<file path="src/rtl/sb_spi_bus_master_if.sv">
// Command/response handshake and SPI-block system-bus signals for sb_spi_bus_master.
// The master modport is the bus master's view; the slave modport is the peer side.
interface sb_spi_bus_master_if;
    logic       req_valid;
    logic       req_ready;
    logic       req_write;
    logic [3:0] req_addr;
    logic [7:0] req_wdata;
    logic       rsp_valid;
    logic       rsp_ready;
    logic [7:0] rsp_rdata;
    logic       rsp_timeout;
    logic       sb_stb;
    logic       sb_rw;
    logic [7:0] sb_adr;
    logic [7:0] sb_dat_o;
    logic [7:0] sb_dat_i;
    logic       sb_ack;

    modport master (
        input  req_valid, req_write, req_addr, req_wdata, rsp_ready, sb_dat_i, sb_ack,
        output req_ready, rsp_valid, rsp_rdata, rsp_timeout, sb_stb, sb_rw, sb_adr, sb_dat_o
    );

    modport slave (
        output req_valid, req_write, req_addr, req_wdata, rsp_ready, sb_dat_i, sb_ack,
        input  req_ready, rsp_valid, rsp_rdata, rsp_timeout, sb_stb, sb_rw, sb_adr, sb_dat_o
    );
endinterface

</file>
<file path="src/rtl/sb_spi_bus_master.sv">
// Single-outstanding register-access master for the hard SPI block system bus:
// one strobe per command, bounded wait for acknowledge, one response per command.
module sb_spi_bus_master #(
    parameter logic [3:0]  BUS_ADDR74     = 4'b0000,
    parameter int unsigned TIMEOUT_CYCLES = 16
) (
    input  logic                        clk,
    input  logic                        reset_n,
    sb_spi_bus_master_if.master         bus
);

    typedef enum logic [1:0] {
        ST_IDLE   = 2'd0,
        ST_STROBE = 2'd1,
        ST_RESP   = 2'd2,
        ST_GAP    = 2'd3
    } state_t;

    localparam logic [7:0] CNT_LAST = 8'(TIMEOUT_CYCLES - 1);

    state_t     state_r, state_s;
    logic [7:0] cnt_r, cnt_s;
    logic       req_ready_r, req_ready_s;
    logic       rsp_valid_r, rsp_valid_s;
    logic [7:0] rsp_rdata_r, rsp_rdata_s;
    logic       rsp_timeout_r, rsp_timeout_s;
    logic       sb_stb_r, sb_stb_s;
    logic       sb_rw_r, sb_rw_s;
    logic [7:0] sb_adr_r, sb_adr_s;
    logic [7:0] sb_dat_o_r, sb_dat_o_s;
    logic       accept_s;
    logic       expire_s;

    assign accept_s = (state_r == ST_IDLE) && bus.req_valid && req_ready_r;
    assign expire_s = (cnt_r == CNT_LAST);

    // State and registered-output flops; reset clears the transfer asynchronously.
    always_ff @(posedge clk or negedge reset_n) begin
        if (!reset_n) begin
            state_r       <= ST_IDLE;
            cnt_r         <= 8'd0;
            req_ready_r   <= 1'b0;
            rsp_valid_r   <= 1'b0;
            rsp_rdata_r   <= 8'h00;
            rsp_timeout_r <= 1'b0;
            sb_stb_r      <= 1'b0;
            sb_rw_r       <= 1'b0;
            sb_adr_r      <= 8'h00;
            sb_dat_o_r    <= 8'h00;
        end else begin
            state_r       <= state_s;
            cnt_r         <= cnt_s;
            req_ready_r   <= req_ready_s;
            rsp_valid_r   <= rsp_valid_s;
            rsp_rdata_r   <= rsp_rdata_s;
            rsp_timeout_r <= rsp_timeout_s;
            sb_stb_r      <= sb_stb_s;
            sb_rw_r       <= sb_rw_s;
            sb_adr_r      <= sb_adr_s;
            sb_dat_o_r    <= sb_dat_o_s;
        end
    end

    // Next-state decode; an acknowledge in the final counted cycle still ends in success.
    always_comb begin
        state_s = state_r;
        case (state_r)
            ST_IDLE: begin
                if (accept_s) state_s = ST_STROBE;
                else          state_s = ST_IDLE;
            end
            ST_STROBE: begin
                if (bus.sb_ack || expire_s) state_s = ST_RESP;
                else                        state_s = ST_STROBE;
            end
            ST_RESP: begin
                if (bus.rsp_ready) state_s = ST_GAP;
                else               state_s = ST_RESP;
            end
            ST_GAP:  state_s = ST_IDLE;
            default: state_s = ST_IDLE;
        endcase
    end

    // Next values of the registered outputs and the strobe-cycle counter.
    always_comb begin
        cnt_s         = cnt_r;
        rsp_valid_s   = rsp_valid_r;
        rsp_rdata_s   = rsp_rdata_r;
        rsp_timeout_s = rsp_timeout_r;
        sb_stb_s      = sb_stb_r;
        sb_rw_s       = sb_rw_r;
        sb_adr_s      = sb_adr_r;
        sb_dat_o_s    = sb_dat_o_r;
        case (state_r)
            ST_IDLE: begin
                if (accept_s) begin
                    cnt_s      = 8'd0;
                    sb_stb_s   = 1'b1;
                    sb_rw_s    = bus.req_write;
                    sb_adr_s   = {BUS_ADDR74, bus.req_addr};
                    sb_dat_o_s = bus.req_write ? bus.req_wdata : 8'h00;
                end else begin
                    sb_stb_s   = 1'b0;
                end
            end
            ST_STROBE: begin
                if (bus.sb_ack) begin
                    sb_stb_s      = 1'b0;
                    rsp_valid_s   = 1'b1;
                    rsp_rdata_s   = sb_rw_r ? 8'h00 : bus.sb_dat_i;
                    rsp_timeout_s = 1'b0;
                end else if (expire_s) begin
                    sb_stb_s      = 1'b0;
                    rsp_valid_s   = 1'b1;
                    rsp_rdata_s   = 8'h00;
                    rsp_timeout_s = 1'b1;
                end else begin
                    cnt_s         = cnt_r + 8'd1;
                end
            end
            ST_RESP: begin
                if (bus.rsp_ready) rsp_valid_s = 1'b0;
                else               rsp_valid_s = 1'b1;
            end
            ST_GAP: begin
                sb_stb_s    = 1'b0;
                rsp_valid_s = 1'b0;
            end
            default: begin
                sb_stb_s    = 1'b0;
                rsp_valid_s = 1'b0;
            end
        endcase
        req_ready_s = (state_s == ST_IDLE);
    end

    assign bus.req_ready   = req_ready_r;
    assign bus.rsp_valid   = rsp_valid_r;
    assign bus.rsp_rdata   = rsp_rdata_r;
    assign bus.rsp_timeout = rsp_timeout_r;
    assign bus.sb_stb      = sb_stb_r;
    assign bus.sb_rw       = sb_rw_r;
    assign bus.sb_adr      = sb_adr_r;
    assign bus.sb_dat_o    = sb_dat_o_r;

endmodule

</file>
<file path="src/flat_wrapper.sv">
// flat-port wrapper written by rule: the top's interface ports become plain ports
module sb_spi_bus_master_flat 
#(
    parameter logic [3:0]  BUS_ADDR74     = 4'b0000,
    parameter int unsigned TIMEOUT_CYCLES = 16
)
  (clk, reset_n, bus_req_valid, bus_req_write, bus_req_addr, bus_req_wdata, bus_rsp_ready, bus_sb_dat_i, bus_sb_ack, bus_req_ready, bus_rsp_valid, bus_rsp_rdata, bus_rsp_timeout, bus_sb_stb, bus_sb_rw, bus_sb_adr, bus_sb_dat_o);
  sb_spi_bus_master_if bus_i ();
  input  logic clk;
  input  logic reset_n;
  input wire logic [$bits(bus_i.req_valid)-1:0] bus_req_valid;
  input wire logic [$bits(bus_i.req_write)-1:0] bus_req_write;
  input wire logic [$bits(bus_i.req_addr)-1:0] bus_req_addr;
  input wire logic [$bits(bus_i.req_wdata)-1:0] bus_req_wdata;
  input wire logic [$bits(bus_i.rsp_ready)-1:0] bus_rsp_ready;
  input wire logic [$bits(bus_i.sb_dat_i)-1:0] bus_sb_dat_i;
  input wire logic [$bits(bus_i.sb_ack)-1:0] bus_sb_ack;
  output wire logic [$bits(bus_i.req_ready)-1:0] bus_req_ready;
  output wire logic [$bits(bus_i.rsp_valid)-1:0] bus_rsp_valid;
  output wire logic [$bits(bus_i.rsp_rdata)-1:0] bus_rsp_rdata;
  output wire logic [$bits(bus_i.rsp_timeout)-1:0] bus_rsp_timeout;
  output wire logic [$bits(bus_i.sb_stb)-1:0] bus_sb_stb;
  output wire logic [$bits(bus_i.sb_rw)-1:0] bus_sb_rw;
  output wire logic [$bits(bus_i.sb_adr)-1:0] bus_sb_adr;
  output wire logic [$bits(bus_i.sb_dat_o)-1:0] bus_sb_dat_o;
  assign bus_i.req_valid = bus_req_valid;
  assign bus_i.req_write = bus_req_write;
  assign bus_i.req_addr = bus_req_addr;
  assign bus_i.req_wdata = bus_req_wdata;
  assign bus_i.rsp_ready = bus_rsp_ready;
  assign bus_i.sb_dat_i = bus_sb_dat_i;
  assign bus_i.sb_ack = bus_sb_ack;
  assign bus_req_ready = bus_i.req_ready;
  assign bus_rsp_valid = bus_i.rsp_valid;
  assign bus_rsp_rdata = bus_i.rsp_rdata;
  assign bus_rsp_timeout = bus_i.rsp_timeout;
  assign bus_sb_stb = bus_i.sb_stb;
  assign bus_sb_rw = bus_i.sb_rw;
  assign bus_sb_adr = bus_i.sb_adr;
  assign bus_sb_dat_o = bus_i.sb_dat_o;
  sb_spi_bus_master #(.BUS_ADDR74(BUS_ADDR74), .TIMEOUT_CYCLES(TIMEOUT_CYCLES)) u_core (.clk(clk), .reset_n(reset_n), .bus(bus_i));
endmodule
</file>
<file path="config.mk">
export PLATFORM = sky130hd
export DESIGN_NAME = sb_spi_bus_master_flat
export DESIGN_NICKNAME = d
export VERILOG_FILES = /design/src/rtl/sb_spi_bus_master_if.sv /design/src/rtl/sb_spi_bus_master.sv /design/src/flat_wrapper.sv
export SDC_FILE = /design/constraint.sdc
export NUM_CORES = 1
export LEC_CHECK = 0
export BUFFER_PORTS_ARGS = -buffer_cell sky130_fd_sc_hd__buf_2
export CORE_ASPECT_RATIO = 0.5
export CORE_MARGIN = 4
export CORE_UTILIZATION = 52
export DETAILED_ROUTE_END_ITERATION = 6
export PLACE_DENSITY = 0.92
export RECOVER_POWER = 25
export SLEW_MARGIN = 10
export SYNTH_ARGS = -nofsm -noshare
export SYNTH_HDL_FRONTEND = slang
export SYNTH_SLANG_ARGS = --single-unit
</file>
<file path="constraint.sdc">
create_clock -name clk -period 2.85 [get_ports clk]
set_input_delay 0 -clock clk [delete_from_list [all_inputs] [get_ports clk]]
set_output_delay 0 -clock clk [all_outputs]
set_load 0.005 [all_outputs]
</file>
== After elaboration in Yosys (flattened, before gate mapping) ==
Cells that the tools add are included.

* Add/subtract/negate cells: 1
* Multipliers: 0
* Divide/modulo/power cells: 0
* $lt $le $gt $ge: 0
* Equality and inequality tests: 8
* Shift-type cells: 0
* Multiplexer cells: 21
* Bitwise logic cells: 0
* Reductions and logical operators: 14

{| class="wikitable"
|+ Operators by type and width
! operator !! count
|-
| 8-bit two-way mux || 7
|-
| 8-bit case mux with 2 select lines || 1
|-
| 1-bit two-way mux || 9
|-
| 8-bit by 1-bit adder with 8-bit output, second input constant || 1
|-
| 8-bit by 4-bit equality test with 1-bit output, second input constant || 1
|-
| 2-bit case mux with 4 select lines || 1
|-
| 2-bit AND reduction || 4
|-
| 1-bit case mux with 3 select lines || 2
|-
| 3-bit nonzero test || 2
|-
| 2-bit equality test, second input constant || 2
|-
| 2-bit logical NOT || 2
|-
| 2-bit != test, second input constant || 2
|-
| 4-bit AND reduction || 1
|-
| 2-bit nonzero test || 2
|-
| 3-bit by 2-bit != test with 1-bit output, second input constant || 1
|-
| 2-bit by 1-bit equality test with 1-bit output, second input constant || 1
|-
| 1-bit logical AND || 2
|-
| 2-bit two-way mux || 1
|-
| 2-bit by 1-bit != test with 1-bit output, second input constant || 1
|-
| 1-bit logical OR || 1
|}

* Bits in registers: 35
* Latch bits: 0
* RAM bits: 0
* Bits in read-only memories: 0
* Input port bits: 26
* Output and inout port bits: 29
* Word-level logic and storage cells: 54
* Memories kept: 0

== Longest topological paths before layout ==
* Word-level depth: 6
* Mapped depth: 6

== Least setup slack after synthesis ==
No wires, ideal clock.

* Path kind: register to register
* From: reg u_core.cnt_r[0]
* To: reg u_core.cnt_r[7]
* Arrival: 1.531 ns
* Setup slack: 1.193 ns
* Cell stages (with the launch flop): 7
* Period minus slack after synthesis: 1.657 ns
* Path through: dfrtp_1 > ha_1 > nand3_1 > o21ai_4 > and2_1 > buf_6 > a221o_1

* Word-level cells in the longest chain between the ends: 4
* Elaborated cells on any way between the ends: 7
* Those cells by class: add/sub (1); eq/ne (2); mux (3); reduce/logical (1)

{| class="wikitable"
|+ RTL lines
! what !! line !! source
|-
| start: declaration || sb_spi_bus_master.sv:22 || <nowiki>logic [7:0] cnt_r, cnt_s;</nowiki>
|-
| start signal: assignment || sb_spi_bus_master.sv:52 || <nowiki>cnt_r <= cnt_s;</nowiki>
|-
| 8-bit by 1-bit adder with 8-bit output || sb_spi_bus_master.sv:119 || <nowiki>cnt_s = cnt_r + 8'd1;</nowiki>
|-
| 8-bit two-way mux || sb_spi_bus_master.sv:113 || <nowiki>end else if (expire_s) begin</nowiki>
|-
| 8-bit two-way mux || sb_spi_bus_master.sv:108 || <nowiki>if (bus.sb_ack) begin</nowiki>
|-
| 8-bit case mux with 2 select lines || sb_spi_bus_master.sv:95 || <nowiki>case (state_r)</nowiki>
|}

Parallel ways exist; a longest one is shown, timed or not. The select of a mux whose other input is x is not followed.
A chain may end at the register's enable or synchronous reset.

== Worst setup path after layout ==
* From: reg u_core.cnt_r[0]
* To: reg u_core.state_r[1]

* Word-level cells in the longest chain between the ends: 4

{| class="wikitable"
|+ RTL lines
! what !! line !! source
|-
| 8-bit by 4-bit equality test with 1-bit output || sb_spi_bus_master.sv:35 || <nowiki>assign expire_s = (cnt_r == CNT_LAST);</nowiki>
|-
| 1-bit logical OR || sb_spi_bus_master.sv:73 || <nowiki>if (bus.sb_ack || expire_s) state_s = ST_RESP;</nowiki>
|-
| 2-bit two-way mux || sb_spi_bus_master.sv:73 ||
|-
| 2-bit case mux with 4 select lines || sb_spi_bus_master.sv:67 || <nowiki>case (state_r)</nowiki>
|-
| named net u_core.state_s[1] || sb_spi_bus_master.sv:21 || <nowiki>state_t state_r, state_s;</nowiki>
|-
| end signal: assignment || sb_spi_bus_master.sv:51 || <nowiki>state_r <= state_s;</nowiki>
|-
| end: declaration || sb_spi_bus_master.sv:21 ||
|}

The timed path passes the listed nets, and every way through them passes these cells.

==> Implementation_results.wiki <==
{| class="wikitable"
! Metric !! Value
|-
| Result of the run || finished, final reports clean
|-
| Avg WL per Cell || 19.2 um
|-
| Max stage delay on crit path || 0.58 ns
|-
| Wl on met1 || 1.78 mm
|-
| Layout Area Growth over Synthesis || 34.9%
|-
| Required time of the critical path || 2.98 ns
|-
| Setup violations, final || 0
|-
| RSZ-0062 raised after global routing || false
|-
| Measured slew at the worst slew-check pin || 0.758 ns
|-
| Number of placement rows || 13
|-
| Largest net degree at the start of global routing || 36
|-
| Clock period minus worst slack || 2.13 ns
|-
| Post-route worst setup slack || 0.720 ns
|-
| Buffers & Inverters on Critical Path || 0
|-
| Most frequent cells in the layout || 35 x sky130_fd_sc_hd__dfrtp_1, 30 x sky130_fd_sc_hd__buf_2, 25 x sky130_fd_sc_hd__nand2_1
|-
| Count of flip-flops with a built-in enable after synthesis || 0
|-
| Sequence of cells on the critical path || ha_1 -> nand3_1 -> nor2_1 -> o21ai_1 -> o21ai_0
|-
| Distinct cells, synth || 36
|-
| Vias in the first global route || 1629
|-
| Half-perimeter wire length of the detailed placement result || 2.65 mm
|-
| Post-layout power || 1.91 mW
|-
| Cell family with the largest share of critical-path delay || compound AO/OA/AOI/OAI gates
|-
| Clock tree from TritonCTS || built
|-
| Vias per cell || 6.06
|-
| Post-synthesis simple-gate area fraction || 14.8%
|-
| Max-slew headroom || 49.5%
|-
| Commonest register cell after synthesis || sky130_fd_sc_hd__dfrtp_1
|-
| Number of antenna violations at the first check in global routing || 0
|-
| Quantity of I/O buffers inserted on ports || 50
|-
| CP max stage cell || sky130_fd_sc_hd__o21ai_1
|-
| Utilization after layout || 76.8%
|-
| Sort of element at the end of the critical path || flop
|-
| Layout cell share with drive strength beyond 1 || 21.9%
|-
| Met2 wire len || 2.34 mm
|-
| Post-route ant nets || 0
|-
| Final routed DRC violation total || 0
|-
| Setup_tns || 0 ns
|-
| Total clock buffers created by CTS || 5
|-
| Final period util || 74.8%
|-
| Max clock buf depth || 2
|-
| Synthesized-area fraction occupied by xor and xnor cells || 0%
|-
| Critical Path Source Type || flop
|-
| Pre-Repair DR Iteration Count || 4
|-
| Commonest non-fill, non-tap cell in the layout || sky130_fd_sc_hd__dfrtp_1
|-
| Power per Cell Area || 919 nW/um^2
|-
| Effective utilization at floorplan || 57.0%
|-
| Post-place setup slack || 1.05 ns
|-
| Via total after detailed routing || 1551
|-
| Routability congestion estimate || 0.789
|-
| TritonCTS Sinks || 35
|-
| Grt ovf || 0
|-
| Max-cap violation count || 0
|-
| Combinational family with the most area after synthesis || compound AO/OA/AOI/OAI gates
|-
| Leakage || 0.992 nW
|-
| Antenna fix cells || 0
|-
| Worst setup skew after layout || 0.00232 ns
|-
| Worst IR Drop VDD || 0.633 mV
|-
| Post-CTS resize count || 0
|-
| Maximum achievable frequency || 469 MHz
|-
| Max layer used || met4
|-
| Fin. Hold Viols || 0
|-
| Clk pin slew, worst setup/hold paths || 0.08 ns
|-
| Top-level I/O count || 55
|-
| Die Area || 3940 um^2
|-
| Multiplexer area fraction after synthesis || 4.31%
|-
| CTS Root Cell || sky130_fd_sc_hd__clkbuf_8
|-
| Global router's overall resource usage || 28.3%
|-
| Kind of critical path || reg -> reg
|-
| Htree depth || 2
|-
| First-pass GRT wire length || 8.11 mm
|-
| Complex-gate fraction of the synthesized area || 18.6%
|-
| Sequential element share of the synthesized area || 57.0%
|-
| Register bit total from synthesis || 35
|-
| Post-Synthesis Cell Area || 1540 um^2
|-
| FF-to-FF Start || u_core.cnt_r[0]
|-
| FILL cells || 184
|-
| Chip height || 46.5 um
|-
| Final Routed Wirelength || 4.92 mm
|-
| Launch point of the critical path || u_core.cnt_r[0]
|-
| Clock insertion delay at the later pin of the skew report || 0.30 ns
|-
| Maximum fanout along the worst path || 9
|-
| Hold crit path type || in -> reg
|-
| Post-layout nets || 245
|-
| Placeable core region || 2700 um^2
|-
| Detail Route met3 WL || 468 um
|-
| Origin of the worst min-delay path || bus_req_write
|-
| Count of final max-slew check failures || 0
|-
| Arithmetic-cell share of the synthesized area counting full adders, half adders and majority gates || 0.814%
|-
| Syn Area/Cell || 10.7 um^2
|-
| Mapped Cells || 144
|-
| Synth warn || 0
|-
| Arrival time worst endpoint || 2.26 ns
|-
| Fraction of synthesis flops using an asynchronous set or reset pin || 100%
|-
| Initial drt markers || 158
|-
| Horizontal die dimension || 84.9 um
|}
## layout make-up
cell class                 count  area (um^2)  share of cell area (%)
clock buffer                   5         68.8                    3.32
tap                           37         46.3                    2.23
clock inverter                 3         15.0                   0.724
timing repair buffer          73          453                    21.8
multi-input combinational    101          608                    29.3
inverter                       2         7.51                   0.362
sequential                    35          876                    42.2
## timing repair
| action | in CTS | in global routing |
|---|---|---|
| setup buffers | 0 | 0 |
| hold buffers | 22 | 0 |
| endpoints found under the hold margin | 56 | 0 |
## path summary, 6_finish.rpt
path / end / cells after the start / slack [ns]
worst max-delay path: u_core.state_r[1] / 5 / 0.72
worst min-delay path: u_core.bus.sb_dat_o[7] / 3 / 0.02
worst max register to register: u_core.state_r[1] / 5 / 0.72
worst min register to register: u_core.bus.sb_dat_o[4] / 2 / 0.49
max in group asynchronous: u_core.bus.rsp_rdata[4] / 2 / 2.05
min in group asynchronous: u_core.bus.sb_dat_o[6] / 2 / 0.32
## layer usage
metal  track usage [%]  vias to the layer above
li1                  -                      648
met1              30.6                      721
met2              47.7                      134
met3              8.57                       48
met4              24.0                        0
met5                 0                        -
## worst register-to-register path: cells and delay by family (launching register included)
| kind | cells | cell delay [ns] |
|---|---|---|
| AOI/OAI and AO/OA | 2 | 0.82 |
| and+or+nand+nor | 2 | 0.43 |
| DFF | 1 | 0.43 |
| adders and majority gates | 1 | 0.27 |
## cells in the mapped netlist (3+ instances only)
cell,count,area [um^2]
sky130_fd_sc_hd__a21o_1,3,22.5
sky130_fd_sc_hd__o21ai_0,15,75.1
sky130_fd_sc_hd__nor2_1,8,30.0
sky130_fd_sc_hd__a22o_1,8,70.1
sky130_fd_sc_hd__dfrtp_1,35,876
sky130_fd_sc_hd__a21oi_1,5,25.0
sky130_fd_sc_hd__mux2_2,5,56.3
sky130_fd_sc_hd__nand3_1,5,25.0
sky130_fd_sc_hd__buf_4,4,30.0
sky130_fd_sc_hd__nand2_1,25,93.8
## through the flow
step                instances  hold slack (ns)  cell area (um^2)
finish                    256           0.0236              2070
detailed placement        226            0.113              1800
CTS                       256          0.00521              2100
floorplan                 147           -0.296              1550
global placement          226            0.105              1800
global route              256           0.0338              2070
## power breakdown
group	total [mW]	switching, mW	internal [mW]
Sequential	0.865	0.174	0.691
Clock	0.375	0.208	0.168
Combinational	0.666	0.365	0.301
Total	1.91	0.747	1.16
## cell families (layout without fill, tap and decap cells)
| kind of cell | after synthesis | after routing |
|---|---|---|
| compound gates | 41 | 41 |
| other cells | 1 | 4 |
| fa+ha+maj | 1 | 1 |
| simple gates | 49 | 49 |
| mux | 6 | 6 |
| flops | 35 | 35 |
| buf+inv | 11 | 83 |
## sequential cells by signal, indices dropped and copies added (netlist names)
name,flops
u_core.bus.req_ready,1
u_core.bus.rsp_rdata,8
u_core.bus.rsp_timeout,1
u_core.bus.rsp_valid,1
u_core.bus.sb_adr,4
u_core.bus.sb_dat_o,8
u_core.bus.sb_rw,1
u_core.bus.sb_stb,1
u_core.cnt_r,8
u_core.state_r,2
(Power assumes the default switching activity.)
